`src/rtl/frame_writer.sv`:
```
// frame_writer
// Write-side controller for the 4-bit grayscale frame memory read by the
// VGA display path. Takes a byte stream over a valid/ready handshake. Each
// byte holds two pixels, high nibble first. It issues one 4-bit memory write
// per pixel at sequential addresses 0 .. PIXELS-1.
//
// Parameters:
//   depth   address width; the memory holds 2**depth pixels
//   PIXELS  pixels per frame; must be even and <= 2**depth
//
// Ports:
//   clk       system clock, rising edge
//   rst_n     synchronous active-low reset
//   start     one-cycle pulse that begins a frame load (honoured in IDLE only)
//   abort     cancels the load in progress and returns to IDLE
//   in_valid  in_data is valid
//   in_data   pixel pair: [7:4] pixel n, [3:0] pixel n+1
//   in_ready  byte accepted this cycle (combinational from state)
//   wr_ena    memory write strobe (registered)
//   wr_addr   memory write address (registered)
//   wr_data   pixel value to write (registered)
//   busy      frame load in progress (registered)
//   done      one-cycle pulse coincident with the final pixel write
module frame_writer #(
    parameter int depth  = 16,
    parameter int PIXELS = 65536
) (
    input  logic             clk,
    input  logic             rst_n,
    input  logic             start,
    input  logic             abort,
    input  logic             in_valid,
    input  logic [7:0]       in_data,
    output logic             in_ready,
    output logic             wr_ena,
    output logic [depth-1:0] wr_addr,
    output logic [3:0]       wr_data,
    output logic             busy,
    output logic             done
);

    if ((PIXELS % 2) != 0 || PIXELS < 2 || PIXELS > (1 << depth)) begin : g_bad_params
        $error("frame_writer: PIXELS must be even, nonzero and <= 2**depth");
    end

    localparam logic [1:0] IDLE   = 2'd0;
    localparam logic [1:0] ACCEPT = 2'd1;
    localparam logic [1:0] WR_LO  = 2'd2;

    // One bit wider than the address, so that PIXELS == 2**depth is
    // distinguishable from 0 at the end of the frame.
    localparam logic [depth:0] PIX_N = (depth+1)'(PIXELS);
    localparam logic [depth:0] TWO   = (depth+1)'(2);

    logic [1:0]     state;
    logic [depth:0] cnt;
    logic [depth:0] cnt_next;
    logic [3:0]     lo_nib;

    assign in_ready = (state == ACCEPT);
    assign cnt_next = cnt + TWO;

    always_ff @(posedge clk) begin
        if (!rst_n) begin
            state   <= IDLE;
            cnt     <= '0;
            lo_nib  <= '0;
            wr_ena  <= 1'b0;
            wr_addr <= '0;
            wr_data <= '0;
            busy    <= 1'b0;
            done    <= 1'b0;
        end else begin
            // Strobes default low. wr_addr and wr_data hold their last values.
            wr_ena <= 1'b0;
            done   <= 1'b0;
            case (state)
                IDLE: begin
                    if (start && !abort) begin
                        state <= ACCEPT;
                        cnt   <= '0;
                        busy  <= 1'b1;
                    end
                end
                ACCEPT: begin
                    if (abort) begin
                        state <= IDLE;
                        busy  <= 1'b0;
                    end else if (in_valid) begin
                        lo_nib  <= in_data[3:0];
                        wr_ena  <= 1'b1;
                        wr_addr <= cnt[depth-1:0];
                        wr_data <= in_data[7:4];
                        state   <= WR_LO;
                    end
                end
                WR_LO: begin
                    if (abort) begin
                        // The pending low-nibble write is dropped.
                        state <= IDLE;
                        busy  <= 1'b0;
                    end else begin
                        // cnt is always even, so cnt+1 only sets bit 0.
                        wr_ena  <= 1'b1;
                        wr_addr <= {cnt[depth-1:1], 1'b1};
                        wr_data <= lo_nib;
                        cnt     <= cnt_next;
                        if (cnt_next == PIX_N) begin
                            state <= IDLE;
                            done  <= 1'b1;
                            busy  <= 1'b0;
                        end else begin
                            state <= ACCEPT;
                        end
                    end
                end
                default: begin
                    state <= IDLE;
                    busy  <= 1'b0;
                end
            endcase
        end
    end

endmodule

```
`config.mk`:
```
export PLATFORM = sky130hd
export DESIGN_NAME = frame_writer
export DESIGN_NICKNAME = d
export VERILOG_FILES = /design/src/rtl/frame_writer.sv
export SDC_FILE = /design/constraint.sdc
export NUM_CORES = 1
export LEC_CHECK = 0
export CORE_ASPECT_RATIO = 0.75
export CORE_MARGIN = 2
export CORE_UTILIZATION = 53
export CTS_CLUSTER_DIAMETER = 150
export DETAILED_ROUTE_END_ITERATION = 10
export PLACE_DENSITY = 0.79
export SLEW_MARGIN = 0
export SYNTH_ARGS = -nofsm -noshare
export SYNTH_HDL_FRONTEND = slang
export SYNTH_SLANG_ARGS = --single-unit
```
`constraint.sdc`:
```
create_clock -name clk -period 2.7 [get_ports clk]
set_input_delay 0.54 -clock clk [delete_from_list [all_inputs] [get_ports clk]]
set_output_delay 0.54 -clock clk [all_outputs]
set_load 0.005 [all_outputs]
```
==> run summary, run 1 <==
The run finished with clean final reports. The run gives 0 as the final hold violation count. Timing would allow up to 413 MHz.

The number of unique standard cell types used by synthesis was 50. The critical path goes through ha_1 -> nand4_1 -> or4b_1 -> xor2_1 -> nand4_1 -> o21a_1 -> o31a_1. The site row count was 21; the total grt overflow was 0.

In this run the static leakage power is 1.01 nW. The master of the slowest instance on the critical path was sky130_fd_sc_hd__or4b_1. Final-stage net count: 333. The total area of sequential cells came out at 901 µm². In this design, the stage delay of the slowest critical-path cell is 510 ps. In this run, post-CTS hold repair placed 0 buffers. The logs give 280 ps for the register-to-register setup slack and 0.00439 mm² for the core region area. The final period utilization is 0.897, and the detailed-placement wirelength estimate is 3.56 mm. The cell sitting at the root of the clock tree is a sky130_fd_sc_hd__clkbuf_8. In the routed layout, each cell is associated on average with a via count of 5.60.

The TritonCTS sink count was 45; the count of buffer and inverter cells on the critical path was 0. During I/O placement, the number of pins put on the boundary was 37. The tools report the number of nets with antenna violations after detailed routing as 0.

Yosys attributes the largest share of cell area to sky130_fd_sc_hd__dfxtp_1 (38%), sky130_fd_sc_hd__mux2i_1 (9.6%), sky130_fd_sc_hd__nor2_1 (7.7%). The count of synthesis-stage warnings from yosys came out at 0. The number of CTS-inserted buffers is 5.

The first global-routing pass estimated 8.94 mm of wire. The routed layout has 2089 vias. The largest vdd supply drop came out at 0.290 mV. Yosys instantiated no cell more often than sky130_fd_sc_hd__nor2_1.

The startpoint identified for the worst hold timing path is lo_nib[1]. Number of storage elements in the synthesis netlist: 45. Count of inserted antenna diode cells: 0. Compared with the post-synthesis result, the final layout area differs by 19.6%. Once the clock tree was built, the setup fixing pass inserted 0 buffers. The initial detailed-routing violation count is 141, and the number of I/O port buffers is 36. The number of nets handed over by synthesis was 302. The tools report the endpoint arrival time on the critical path as 2610 ps.

The setup path with the least slack is of type register to register. The sequential-to-total area share from yosys stat is 0.377, and the actual transition at the worst max-transition pin is 491 ps. After clock tree synthesis, the clock-pin slew on the worst setup and hold paths is 80 ps. The area of the multi-input gates was 0.00130 mm². For the largest net degree at the start of global routing, the log shows 25. Counting the fill cells in the layout gives 364. Adding up every negative setup slack in the final design gives 0 ps.

The critical path data required time is 2890 ps, and the post-cts gate resize count is 0. The floorplan step defined a die boundary enclosing 0.00507 mm². The category of the worst setup path launch point was a register. For the final design utilization, the log shows 0.651. The async set-reset flop share out of synthesis is 0. At the end of routability-driven placement, the weighted congestion stood at 0.851. Fraction of synthesized cell area taken by the top area cell type: 0.377. The power per cell area is 496 mW/mm², and the layout cell share with drive strength beyond 1 is 0.0918. The reported max-cap violation count came out at 0. Between clock sinks in the finished design, the worst skew comes to 6.36 ps. Among all flip-flop cells after synthesis, the most frequent one is sky130_fd_sc_hd__dfxtp_1. The beginning of the critical path is cnt[1]. The routed design has 5.19 mm of wire.

The height of the die was 62.1 µm; the final max-slew violation count was 0. The tools report the worst max-slew margin expressed relative to the limit as 0.673. In this run the worst hold path is classified as register to register. The number of synthesized flops with an enable pin works out to 0. TritonCTS built the clock tree. The instance count of the mapped netlist was 284. The via count of the first global-routing pass is 1933.

The worst setup path is captured at a register. Family of cells with the greatest summed delay on the critical path: simple AND/OR/NAND/NOR gates. The most frequent cell on the critical path is sky130_fd_sc_hd__nand4_1. The H-tree generated during clock tree synthesis spans 2 levels. The maximum fanout count along the critical path came out at 9.

The routed design could run at a clock period as short as 2420 ps. Cell type with the largest total area after synthesis: sky130_fd_sc_hd__dfxtp_1. The number of antenna violations at the first check in global routing is 0, and the initial cell density of the core is 0.544. Setup repair after global routing left no endpoint under its margin.

Setup violations remaining at the end of the flow were counted as 0. The tools report the maximum buffer depth of the clock tree as 2. In this run the horizontal extent of the chip is 81.5 µm.

The cell area that synthesis handed to floorplanning was 0.00239 mm². The run gives 0.220 as the total routing usage reported by global routing. The insertion delay of the later-clocked pin in the worst-skew pair is 290 ps. The startpoint identified for the worst register-to-register timing path is cnt[1]. The number of detailed-routing iterations run before antenna repair is 5, and the mean cell area of the mapped netlist is 8.41 µm². In the final routed layout, each cell accounts on average for 13.9 µm. Counting instances in the post-synthesis netlist gives the leading cell types as sky130_fd_sc_hd__nor2_1 (49), sky130_fd_sc_hd__dfxtp_1 (45), sky130_fd_sc_hd__mux2i_1 (23). The DRC violation count after routing is 0.
## placed cells by master (no fill, tap or decap), types with 3 or more instances in the layout
master                            netlist  routed
sky130_fd_sc_hd__or2_2                  3       3
sky130_fd_sc_hd__buf_4                  2      10
sky130_fd_sc_hd__nor3_1                 9       9
sky130_fd_sc_hd__inv_1                  7       7
sky130_fd_sc_hd__clkbuf_8               2       6
sky130_fd_sc_hd__mux2i_1               23      23
sky130_fd_sc_hd__nor2_1                49      48
sky130_fd_sc_hd__nand3_1               10      10
sky130_fd_sc_hd__a31oi_1                4       4
sky130_fd_sc_hd__nand2b_1               3       3
sky130_fd_sc_hd__clkdlybuf4s50_1        0      36
sky130_fd_sc_hd__a211oi_1               4       4
sky130_fd_sc_hd__nand2_1               18      18
sky130_fd_sc_hd__xnor2_1                3       3
sky130_fd_sc_hd__nand4_1                5       5
sky130_fd_sc_hd__ha_1                   5       5
sky130_fd_sc_hd__o21ai_0               17      17
sky130_fd_sc_hd__dfxtp_1               45      45
sky130_fd_sc_hd__a21oi_1               21      21
## path summary, 6_finish.rpt
path                    end  depth (start not counted)
setup reg to reg   state[0]                          7
hold reg to reg   lo_nib[1]                          2
setup / recovery   state[0]                          7
hold / removal    lo_nib[1]                          2
## where the power goes
part	internal [W]	total (W)	switching [W]
sequential	0.000679	0.000689	0.00000973
clock	0.000302	0.000527	0.000225
combinational	0.0000956	0.000201	0.000105
## cell type report
type / count / share of cell area
Timing Repair Buffer: 46 / 0.152
Tap cell: 57 / 0.0250
Clock inverter: 1 / 0.0105
Multi-Input combinational cell: 209 / 0.456
Inverter: 8 / 0.0105
Sequential cell: 45 / 0.315
Clock buffer: 7 / 0.0302
## state kept, by name (all words and copies together), names as in the netlist
name	count
busy	1
cnt	16
done	1
lo_nib	4
state	2
wr_addr	16
wr_data	4
wr_ena	1
## per-layer routing
layer | GRT usage | share of wire
met1 | 0.320 | 0.51
met2 | 0.324 | 0.42
met5 | 0 | 0
met4 | 0.0636 | 0.0040
met3 | 0.0509 | 0.064
## logic make-up (layout without fill, tap and decap cells)
family,after synthesis,count (layout),share of synthesized area
AO/OA/AOI/OAI,59,59,0.148
XOR/XNOR,5,5,0.0183
adder cells (fa/ha/maj),5,5,0.0262
buffers and inverters,30,62,0.0780
flip-flops,45,45,0.377
multiplexers,23,23,0.0964
AND/OR/NAND/NOR,117,117,0.256
## stage by stage
| step | area, µm² | setup WS [ps] | hold WS (ps) | total power, W | instances |
|---|---|---|---|---|---|
| 6_report | 2860 | 278 | 457 | 0.00142 | 373 |
| 5_1_grt | 2860 | 80.1 | 487 | 0.00149 | 373 |
| 4_1_cts | 2860 | 275 | 460 | 0.00143 | 373 |
| 3_5_place_dp | 2740 | 298 | 448 | 0.000905 | 365 |
| 3_3_place_gp | 2740 | 357 | 442 | 0.000901 | 365 |
| 2_1_floorplan | 2390 | 372 | 436 | 0.000827 | 284 |
## worst register-to-register path, delay by kind of cell (launching register included)
kind	cells	cell delay, ps
AO/OA/AOI/OAI	2	480
flip-flops	1	460
AND/OR/NAND/NOR	3	810
adder cells (fa/ha/maj)	1	350
XOR/XNOR	1	220
Power figures use the tool's default switching activity.
==> inputs of run 2 (changes only) <==
Settings changed: SKIP_CTS_REPAIR_TIMING set to 1.
==> results of run 2 <==
The final DEF is identical to that of run 1; final timing and power are the same.
==> inputs of run 3 (changes only) <==
Settings changed: CORE_MARGIN 2 to 4.
==> run summary, run 3 (synthesis gave the netlist of run 1 again) <==
The count of buffer and inverter cells on the critical path was 0 (unchanged). The total of endpoints with negative setup slack in the final report is 0 (unchanged). For the critical path data required time, the log shows 2900 ps (about the same). The largest individual stage delay along the critical path comes from the cell sky130_fd_sc_hd__or4b_1. The layout cell share with drive strength beyond 1 is 0.0860 (-0.00578).

Traced cell by cell, the critical path runs through ha_1 -> nand4_1 -> or4b_1 -> xor2_1 -> nand4_1 -> o21a_1 -> o31a_1. TritonCTS built the clock tree. The run gives 459 ps (+2.05 ps) as the final hold slack. Setup repair after global routing left no endpoint under its margin. The tools report the site row count as 20 (-4.8%). The library cell used most frequently in the layout, excluding fill and tap cells, is sky130_fd_sc_hd__nor2_1. The area of the multi-input gates is 0.00130 mm² (unchanged), and the total routing usage reported by global routing is 0.210 (-0.0107). The maximum fanout count along the critical path was 9 (unchanged). The growth of design area from synthesis to finish was 18.0%; the highest achievable clock rate was 402 MHz (-2.7%).

The actual transition at the worst max-transition pin was 613 ps (+122 ps); the count of inserted antenna diode cells was 0 (unchanged). The number of ports placed on the die boundary came out at 37 (unchanged). The core region area is 0.00420 mm² (-4.2%), and the final period utilization is 0.922 (+0.0251).

The routed wire length per instance was 14.7 µm (+5.4%). Maximum buffer depth of the clock tree: 2 (unchanged). Global-route wire length before repair: 9.34 mm (+4.5%). STA classifies the critical path endpoint as a register.

The number of nets with antenna violations after detailed routing was 0 (unchanged); the routed wire length was 5.41 mm (+4.3%). The min-delay analysis places its worst path in the category register to register. The tools report the post-route setup TNS as 0 ps (unchanged). The critical path in this run is classified as register to register. The run gives 0 (unchanged) as the final max-slew violation count. The flow ran to the end, and the final reports show no timing, DRC or antenna violations. The run gives 0.00566 mm² (+12%) as the total die area.

The TritonCTS sink count came out at 45 (unchanged). Most frequent cell on the critical path: sky130_fd_sc_hd__nand4_1. The height of the die came out at 66.1 µm (+6.4%).

Broken down by cell family, the worst path's largest delay share belongs to simple AND/OR/NAND/NOR gates. The DRC violation count after routing was 0 (unchanged); the standby leakage power was 0.994 nW (-1.9%). The peak per-stage delay on the critical path came out at 520 ps (about the same). Detailed-route via count: 2070 (-0.91%). The overall power after layout is 0.00131 W (-7.8%).

For the total area of sequential cells, the log shows 901 µm² (unchanged). Clock transition at the registers of the reported paths: 80 ps (about the same). The logs give 9.56 ps (+3.20 ps) for the worst clock skew and 3.81 mm (+7.0%) for the detailed-placement wirelength estimate. The run gives 0 (unchanged) as the reported max-cap violation count. The die width came out at 85.5 µm (+4.9%). The tools report the final-stage net count as 332 (-0.30%). The power per cell area was 464 mW/mm² (-6.5%); the final hold violation count was 0 (unchanged).

The via count of the first global-routing pass was 1963 (+1.6%); the largest net degree at the start of global routing was 24 (-4.0%). The fill cell total of the finished layout is 364 (unchanged). The number of CTS-inserted buffers is 5 (unchanged), and the number of I/O port buffers is 36 (unchanged). The tools report the total grt overflow as 0 (unchanged).

The initial cell density of the core was 0.568 (+0.0238); the number of detailed-routing iterations run before antenna repair was 4 (-1). The tools report the endpoint arrival time on the critical path as 2690 ps (+80 ps). The library cells used most frequently in the layout, excluding fill and tap cells, are sky130_fd_sc_hd__nor2_1 (48), sky130_fd_sc_hd__dfxtp_1 (45), sky130_fd_sc_hd__clkdlybuf4s50_1 (36). The largest vdd supply drop was 0.391 mV (+35%). The root buffer cell is sky130_fd_sc_hd__clkbuf_8. Category of the worst setup path launch point: a register. The number of antenna violations at the first check in global routing was 0 (unchanged). The initial detailed-routing violation count was 141 (unchanged); the final critical-path required period was 2490 ps (+67.7 ps). For the H-tree depth reported by CTS, the log shows 2 (unchanged). The insertion delay of the later-clocked pin in the worst-skew pair is 300 ps (about the same). In the final layout, the registers with the most flip-flops are cnt: 16 flops, wr_addr: 16 flops.

The weighted congestion at the end of routability-driven global placement came out at 0.884 (+4.0%). The per-cell via count in the routed design is 5.61 (+0.16%). Worst max-slew margin expressed relative to the limit: 0.590 (-0.0827).
==> run 3: cell types whose count changed in the layout (fill, tap and decap cells not counted), sizes merged <==
| cell | before | now |
|---|---|---|
| buf | 10 | 9 |
| bufinv | 1 | 0 |
==> run 3: layer usage <==
layer	global-route usage	vias up	part of all wire
li1	-	1054	-
met1	0.283	953	0.48
met2	0.316	54	0.45
met3	0.0473	9	0.052
met4	0.101	0	0.018
met5	0	-	0
==> run 3: metrics by stage <==
stage           util  cells  area, µm²  setup slack, ps
5_1_grt        0.670    369       2820             5.05
6_report       0.670    369       2820              210
3_5_place_dp   0.650    362       2730              223
4_1_cts        0.670    369       2820              198
2_1_floorplan      -    284       2390              372
3_3_place_gp   0.650    362       2730              356
==> run 3: final cells by class <==
class | count | area share
inverters | 8 | 0.0107
clock buffers | 7 | 0.0306
flip-flops and latches | 45 | 0.320
well taps | 55 | 0.0244
repair buffers | 45 | 0.152
multi-input cells | 209 | 0.463
==> run 3: path summary, 6_finish.rpt <==
path	from	to	slack [ps]	cells after the start
setup reg to reg	cnt[1]	state[0]	210	7
setup / recovery	cnt[1]	state[0]	210	7
hold reg to reg	lo_nib[0]	lo_nib[0]	460	2
hold / removal	lo_nib[0]	lo_nib[0]	460	2
==> run 3: worst reg2reg max path, delay by kind of cell (launching register included) <==
family	cells	cell delay [ps]
compound gates	2	480
flops	1	470
xor+xnor	1	230
simple gates	3	860
fa+ha+maj	1	360
==> run 3: power by group <==
| group | leakage (nW) | total (W) | switching, W | internal, W |
|---|---|---|---|---|
| combinational | 0.587 | 0.000201 | 0.000106 | 0.0000950 |
| clock | 0.0443 | 0.000415 | 0.000212 | 0.000203 |
| sequential | 0.363 | 0.000690 | 0.0000103 | 0.000679 |
